### config.mk
export PLATFORM = sky130hd
export DESIGN_NAME = hazard_scoreboard
export DESIGN_NICKNAME = d
export VERILOG_FILES = /design/src/rtl/cpu_pkg.sv /design/src/rtl/mdu_tracker.sv /design/src/rtl/hazard_scoreboard.sv
export SDC_FILE = /design/constraint.sdc
export NUM_CORES = 1
export LEC_CHECK = 0
export BUFFER_PORTS_ARGS = -buffer_cell sky130_fd_sc_hd__buf_4
export CAP_MARGIN = 20
export CORE_ASPECT_RATIO = 1.5
export CORE_MARGIN = 2
export CORE_UTILIZATION = 38
export CTS_BUF_LIST = sky130_fd_sc_hd__clkbuf_4
export CTS_CLUSTER_DIAMETER = 80
export DETAILED_ROUTE_END_ITERATION = 6
export PLACE_DENSITY = 0.6
export SYNTH_ARGS = -nofsm -noshare
export SYNTH_HDL_FRONTEND = slang
export SYNTH_HIERARCHICAL = 1
export SYNTH_SLANG_ARGS = --single-unit
### constraint.sdc
create_clock -name clk -period 2.5 [get_ports clk]
set_clock_uncertainty 0.05 [all_clocks]
set_input_delay 0.375 -clock clk [delete_from_list [all_inputs] [get_ports clk]]
set_output_delay 0.375 -clock clk [all_outputs]
set_load 0.005 [all_outputs]
### src/rtl/cpu_pkg.sv
// Shared pipeline-control definitions: next-PC select codes and MDU tracker state encoding.
package cpu_pkg;

   localparam logic [2:0] PC_J  = 3'b001;
   localparam logic [2:0] PC_JR = 3'b010;

   typedef enum logic [1:0] {
      IDLE = 2'd0,
      BUSY = 2'd1,
      WB   = 2'd2
   } mdu_state_e;

endpackage

### src/rtl/mdu_tracker.sv
// Tracks one in-flight multi-cycle MDU op: latency countdown, writeback pulse
// and the per-register pending scoreboard.
module mdu_tracker
   import cpu_pkg::*;
#(
   parameter int unsigned ADDR_W = 5,
   parameter int unsigned LAT_W  = 4
) (
   input  logic                   clk,
   input  logic                   reset,
   input  logic                   start,
   input  logic [ADDR_W-1:0]      mdu_dest,
   input  logic [LAT_W-1:0]       mdu_lat,
   output mdu_state_e             state,
   output logic                   mdu_busy,
   output logic                   mdu_wb,
   output logic [ADDR_W-1:0]      mdu_wb_addr,
   output logic [2**ADDR_W-1:0]   pending
);

   localparam int unsigned NREG = 2**ADDR_W;

   mdu_state_e        state_q, state_d;
   logic [LAT_W-1:0]  count_q, count_d;
   logic [ADDR_W-1:0] wb_addr_q, wb_addr_d;
   logic [NREG-1:0]   pend_q, pend_d;
   logic              load;

   // State register and datapath registers
   always_ff @(posedge clk) begin
      if (reset) begin
         state_q   <= IDLE;
         count_q   <= '0;
         wb_addr_q <= '0;
         pend_q    <= '0;
      end else begin
         state_q   <= state_d;
         count_q   <= count_d;
         wb_addr_q <= wb_addr_d;
         pend_q    <= pend_d;
      end
   end

   // Next state; a new op loaded in WB overrides the clear of the retiring dest
   always_comb begin
      state_d   = state_q;
      count_d   = count_q;
      wb_addr_d = wb_addr_q;
      pend_d    = pend_q;
      load      = 1'b0;
      unique case (state_q)
         IDLE: load = start;
         BUSY: begin
            count_d = count_q - LAT_W'(1);
            if (count_q == LAT_W'(1)) state_d = WB;
         end
         WB: begin
            pend_d[wb_addr_q] = 1'b0;
            state_d           = IDLE;
            load              = start;
         end
         default: state_d = IDLE;
      endcase
      if (load) begin
         state_d   = BUSY;
         count_d   = (mdu_lat == '0) ? LAT_W'(1) : mdu_lat;
         wb_addr_d = mdu_dest;
         if (mdu_dest != '0) pend_d[mdu_dest] = 1'b1;
      end
      pend_d[0] = 1'b0;
   end

   assign state       = state_q;
   assign mdu_busy    = (state_q != IDLE);
   assign mdu_wb      = (state_q == WB);
   assign mdu_wb_addr = wb_addr_q;
   assign pending     = pend_q;

endmodule

### src/rtl/hazard_scoreboard.sv
// ID-stage hazard unit: load-use / jump-register / branch-in-ID stalls,
// MDU scoreboard RAW/WAW/structural stalls and a saturating stall counter.
module hazard_scoreboard
   import cpu_pkg::*;
#(
   parameter int unsigned ADDR_W       = 5,
   parameter int unsigned LAT_W        = 4,
   parameter bit          BRANCH_IN_ID = 1'b1,
   parameter logic [2:0]  PC_J         = cpu_pkg::PC_J,
   parameter logic [2:0]  PC_JR        = cpu_pkg::PC_JR,
   parameter int unsigned PERF_W       = 16
) (
   input  logic                 clk,
   input  logic                 reset,
   input  logic                 exc_or_int,
   input  logic [2:0]           pc_src,
   input  logic                 id_branch_taken,
   input  logic [ADDR_W-1:0]    id_rs_addr,
   input  logic [ADDR_W-1:0]    id_rt_addr,
   input  logic                 id_uses_rs,
   input  logic                 id_uses_rt,
   input  logic                 id_reg_write,
   input  logic [ADDR_W-1:0]    id_write_addr,
   input  logic                 id_is_mdu,
   input  logic                 ex_reg_write,
   input  logic                 ex_mem_read,
   input  logic [ADDR_W-1:0]    ex_write_addr,
   input  logic                 mem_mem_read,
   input  logic [ADDR_W-1:0]    mem_write_addr,
   input  logic                 mdu_start,
   input  logic [ADDR_W-1:0]    mdu_dest,
   input  logic [LAT_W-1:0]     mdu_lat,
   output logic                 data_hazard,
   output logic                 jump_hazard,
   output logic                 mdu_busy,
   output logic                 mdu_wb,
   output logic [ADDR_W-1:0]    mdu_wb_addr,
   output logic [2**ADDR_W-1:0] pending,
   output logic [PERF_W-1:0]    stall_count
);

   mdu_state_e state;
   logic rs_ok, rt_ok, last, second, in_wb, jr_sel;
   logic lw_haz, jr_haz, raw_haz, waw_haz, struct_haz;

   mdu_tracker #(.ADDR_W(ADDR_W), .LAT_W(LAT_W)) u_mdu (
      .clk         (clk),
      .reset       (reset),
      .start       (mdu_start & ~exc_or_int),
      .mdu_dest    (mdu_dest),
      .mdu_lat     (mdu_lat),
      .state       (state),
      .mdu_busy    (mdu_busy),
      .mdu_wb      (mdu_wb),
      .mdu_wb_addr (mdu_wb_addr),
      .pending     (pending)
   );

   // r0 is never a hazard source
   assign rs_ok  = id_uses_rs & (id_rs_addr != '0);
   assign rt_ok  = id_uses_rt & (id_rt_addr != '0);
   assign last   = (rs_ok & (id_rs_addr == ex_write_addr))  | (rt_ok & (id_rt_addr == ex_write_addr));
   assign second = (rs_ok & (id_rs_addr == mem_write_addr)) | (rt_ok & (id_rt_addr == mem_write_addr));
   assign in_wb  = (state == WB);
   assign jr_sel = (pc_src == PC_JR) | (BRANCH_IN_ID & id_branch_taken);

   // The register file writes before it reads, so the retiring MDU dest is already safe
   assign raw_haz = (rs_ok & pending[id_rs_addr] & ~(in_wb & (id_rs_addr == mdu_wb_addr)))
                  | (rt_ok & pending[id_rt_addr] & ~(in_wb & (id_rt_addr == mdu_wb_addr)));
   assign waw_haz = id_reg_write & pending[id_write_addr] & ~(in_wb & (id_write_addr == mdu_wb_addr));

   assign lw_haz      = ex_mem_read & last;
   assign jr_haz      = jr_sel & ((ex_reg_write & last) | (mem_mem_read & second));
   assign struct_haz  = id_is_mdu & (state == BUSY);
   assign data_hazard = lw_haz | jr_haz | raw_haz | waw_haz | struct_haz;
   assign jump_hazard = exc_or_int | (pc_src == PC_J) | (~data_hazard & jr_sel);

   // Saturating performance counter of stall cycles
   always_ff @(posedge clk) begin
      if (reset) begin
         stall_count <= '0;
      end else if (data_hazard && (stall_count != '1)) begin
         stall_count <= stall_count + PERF_W'(1);
      end
   end

endmodule

==> run metrics <==
combinational power share=21.5%; Setup TNS=-1410 ps; Num Clock Sinks=58; Vias=4384; R2R Path End=stall_count[15]; Final WS setup=-390 ps; CP endpoint=jump_hazard; GRT Residual Overflow=0; post-route DRC violation count=0; GRT Util Overall=24.9%; Pwr Density=406 nW/um^2; gpl congestion=0.943; die extent in x=a little under 90 microns; clock-pin slew on the worst setup and hold paths=120 ps; Clock Power Share=37.8%; Fill cells=between 900 and 1k; Top cell by count, worst path=o21ai_2; Yosys reg bits=58; final hold viol count=0; failing checks=setup timing; area leader, netlist=dfxtp_1; WP buf/inv=2; IO Pins=between 100 and 150; critical path depth in cells=8; Syn-to-layout area delta=42.1%; crit path kind=reg2out; total of max-cap violations=0; Fmax=approximately 350 MHz; Pint=approximately 1.7 mW; mux cell area share after synthesis=16.0%; global-route wire length before repair=22.4 mm; fraction of registers with async set/reset=0%; Seq pwr share=40.7%; Power, Total=2.37 mW; critical path's top delay family=compound AO/OA/AOI/OAI gates; Final Max Slew Viols=0; TritonRoute pass-1 iters=7; most common cell after layout, fill and taps aside=buf_4; core area=10500 sq um; Seq/Total Area, Yosys=28.3%; Gate Count Post-Synth=between 400 and 500; CTS buffer count=9; Place WS=-398 ps; worst vdd ir=0.224 mV; vias in the first global route=~4.4k; Final nets=~700; synth warn=6; P_sw=between 600 and 700 uW; Final Util=55.3%; R2R depth=9; worst min path class=in2reg; syn_area_per_cell=8.81 sq um; hpwl dp=11.1 mm; largest family of logic cells by synthesized area=simple AND/OR/NAND/NOR gates; dominant synthesized flop cell=dfxtp_1; top post-synthesis cells by area=dfxtp_1 (28%), mux4_2 (11%), nor2b_1 (7.3%), o21ai_1 (5.0%), o21ai_0 (4.3%); CP cell instances=mux4_2, a311o_1, o21ai_2, o22ai_4, nor3_4, inv_2, o21ai_2, buf_4; most frequent cells in the layout=buf_4 (174), dfxtp_1 (49), nor2b_1 (48), o21ai_1 (40), o21ai_0 (33); # setup viols final=15; CTS tree=built; design area=5820 sq um; Synth Area in Compound Gates=16.3%; CP Capture Type=output port; slew margin rel.=58.4%; layout cell share with drive strength beyond 1=41.2%; Die Y-Extent=roughly 130 microns; DR iter-0 viols=~300; final WL=roughly 15 mm; xor/xnor share of the synthesized area=8.12%; status=finished, violations left; placed cell areas=roughly 5400 sq um; Via density=5.63; Critical Path AT=2460 ps; largest net degree at the start of global routing=30; CP required=approximately 2100 ps; initial antenna violation count=1; area share of and/or/nand/nor cells after synthesis=25.7%; RSZ-0062 raised after global routing=true; die area=11700 sq um; Initial Util=about 39%; Slew @ Worst Pin=just over 600 ps; adder-cell share of the synthesized area=0.916%; crit path from=u_mdu/pending[15]; Pleak=2.41 nW; syn_nets=517; EDFF count, synth=0; Buffers on Ports=104; Worst R2R Setup Slack=-120 ps; Critical Path Start Type=flip-flop; crit-path max FO=4; top cell type's share of synthesized area=28.3%; slowest cell on the critical path=mux4_2; CP peak stage delay=approximately 470 ps; part of the cycle the worst path needs=116%; Switching Share=28.1%; wire per inst=19.1 microns; Final min period=around 2900 ps; post-synth cell types=61; root buffer cell=clkbuf_4; num rows=46; CTS max path bufs=2; H-Tree Depth=3; launch point of the worst reg-to-reg path=u_mdu/pending[3]; Mapped Area=4100 sq um; Clock Latency Late Sink=440 ps; Post-DRT Antenna Nets=0
[repair_timing]
action | in CTS | in global routing
hold buffers | 0 | 0
gates resized for setup | 11 | 32
setup buffers | 6 | 6
pin swaps | 2 | 13
setup endpoints to repair | 10 | 17
cloned | 0 | 2
[worst min path at each step]
stage / start / to / slack (ps) / cells past startpoint
final: mdu_dest[0] / u_mdu/mdu_wb_addr[0] / 150 / 3
after CTS: mdu_dest[1] / u_mdu/mdu_wb_addr[1] / 130 / 3
after detailed placement: u_mdu/count_q[1] / u_mdu/count_q[1] / 430 / 2
after global routing: mdu_dest[0] / u_mdu/mdu_wb_addr[0] / 160 / 3
after floorplan: u_mdu/count_q[1] / u_mdu/count_q[1] / 400 / 2
after global placement: u_mdu/count_q[1] / u_mdu/count_q[1] / 410 / 2
[metal layers]
| layer | up-vias | track usage, % | routed length, microns |
|---|---|---|---|
| li1 | 2040 | - | - |
| met1 | 2095 | 27.7 | 5470 |
| met2 | 198 | 42.7 | 7790 |
| met3 | 51 | 3.58 | 914 |
| met4 | 0 | 15.9 | 713 |
| met5 | - | 0 | 0 |
[power by group through the flow]
| stage | Sequential, mW | Clock [mW] | Combinational, mW |
|---|---|---|---|
| floorplan | 0.988 | 0 | 0.258 |
| global placement | 0.983 | 0 | 0.454 |
| finish | 0.963 | 0.896 | 0.508 |
| CTS | 0.962 | 0.907 | 0.475 |
| global route | 0.966 | 0.936 | 0.544 |
| detailed placement | 0.983 | 0 | 0.462 |
[synth_stat cells (6+ instances only)]
master	instances
or3b_1	7
and3_1	6
nor3_1	6
dfxtp_1	58
nand3b_1	8
xnor2_1	18
nor2_1	15
xor2_1	20
inv_1	6
o21ai_1	41
a21oi_1	14
nor2b_1	48
or4_1	10
mux4_2	20
mux2i_1	8
nand2_1	31
clkbuf_1	10
o21ai_0	35
nand3_1	16
buf_2	10
or3_1	7
[registers in the layout, summed over array words and instances, names as in the netlist]
name	cells
u_mdu/mdu_wb_addr	5
u_mdu/state	2
u_mdu/count_q	4
stall_count	16
u_mdu/pending	31
[cell type report]
type | count | area (sq um) | share of cell area (%)
timing repair buffer | 182 | 1400 | 24.0
sequential | 58 | 1170 | 20.1
clock inverter | 7 | 116 | 2.00
multi-input combinational | 370 | 2860 | 49.1
tap | 144 | 180 | 3.09
clock buffer | 9 | 67.6 | 1.16
antenna | 1 | 2.50 | 0.0430
inverter | 7 | 26.3 | 0.451
[through the flow]
stage          hold WS (ps)  cells
6_report                154    778
5_1_grt                 156    778
4_1_cts                 130    772
3_5_place_dp            432    750
3_3_place_gp            414    750
2_1_floorplan           403    465
[kinds of logic (layout without fill, tap and decap cells)]
logic type,after synthesis,count (layout)
xor+xnor,38,38
buf+inv,37,205
simple gates,179,179
fa+ha+maj,3,3
other cells,1,2
mux,35,35
flops,58,58
compound gates,114,114
[tightest hold or removal path, delay by kind of cell]
kind            cells  cell delay (ps)
compound gates      1               50
buf+inv             1              120
simple gates        1               60
Power figures use the tool's default switching activity.
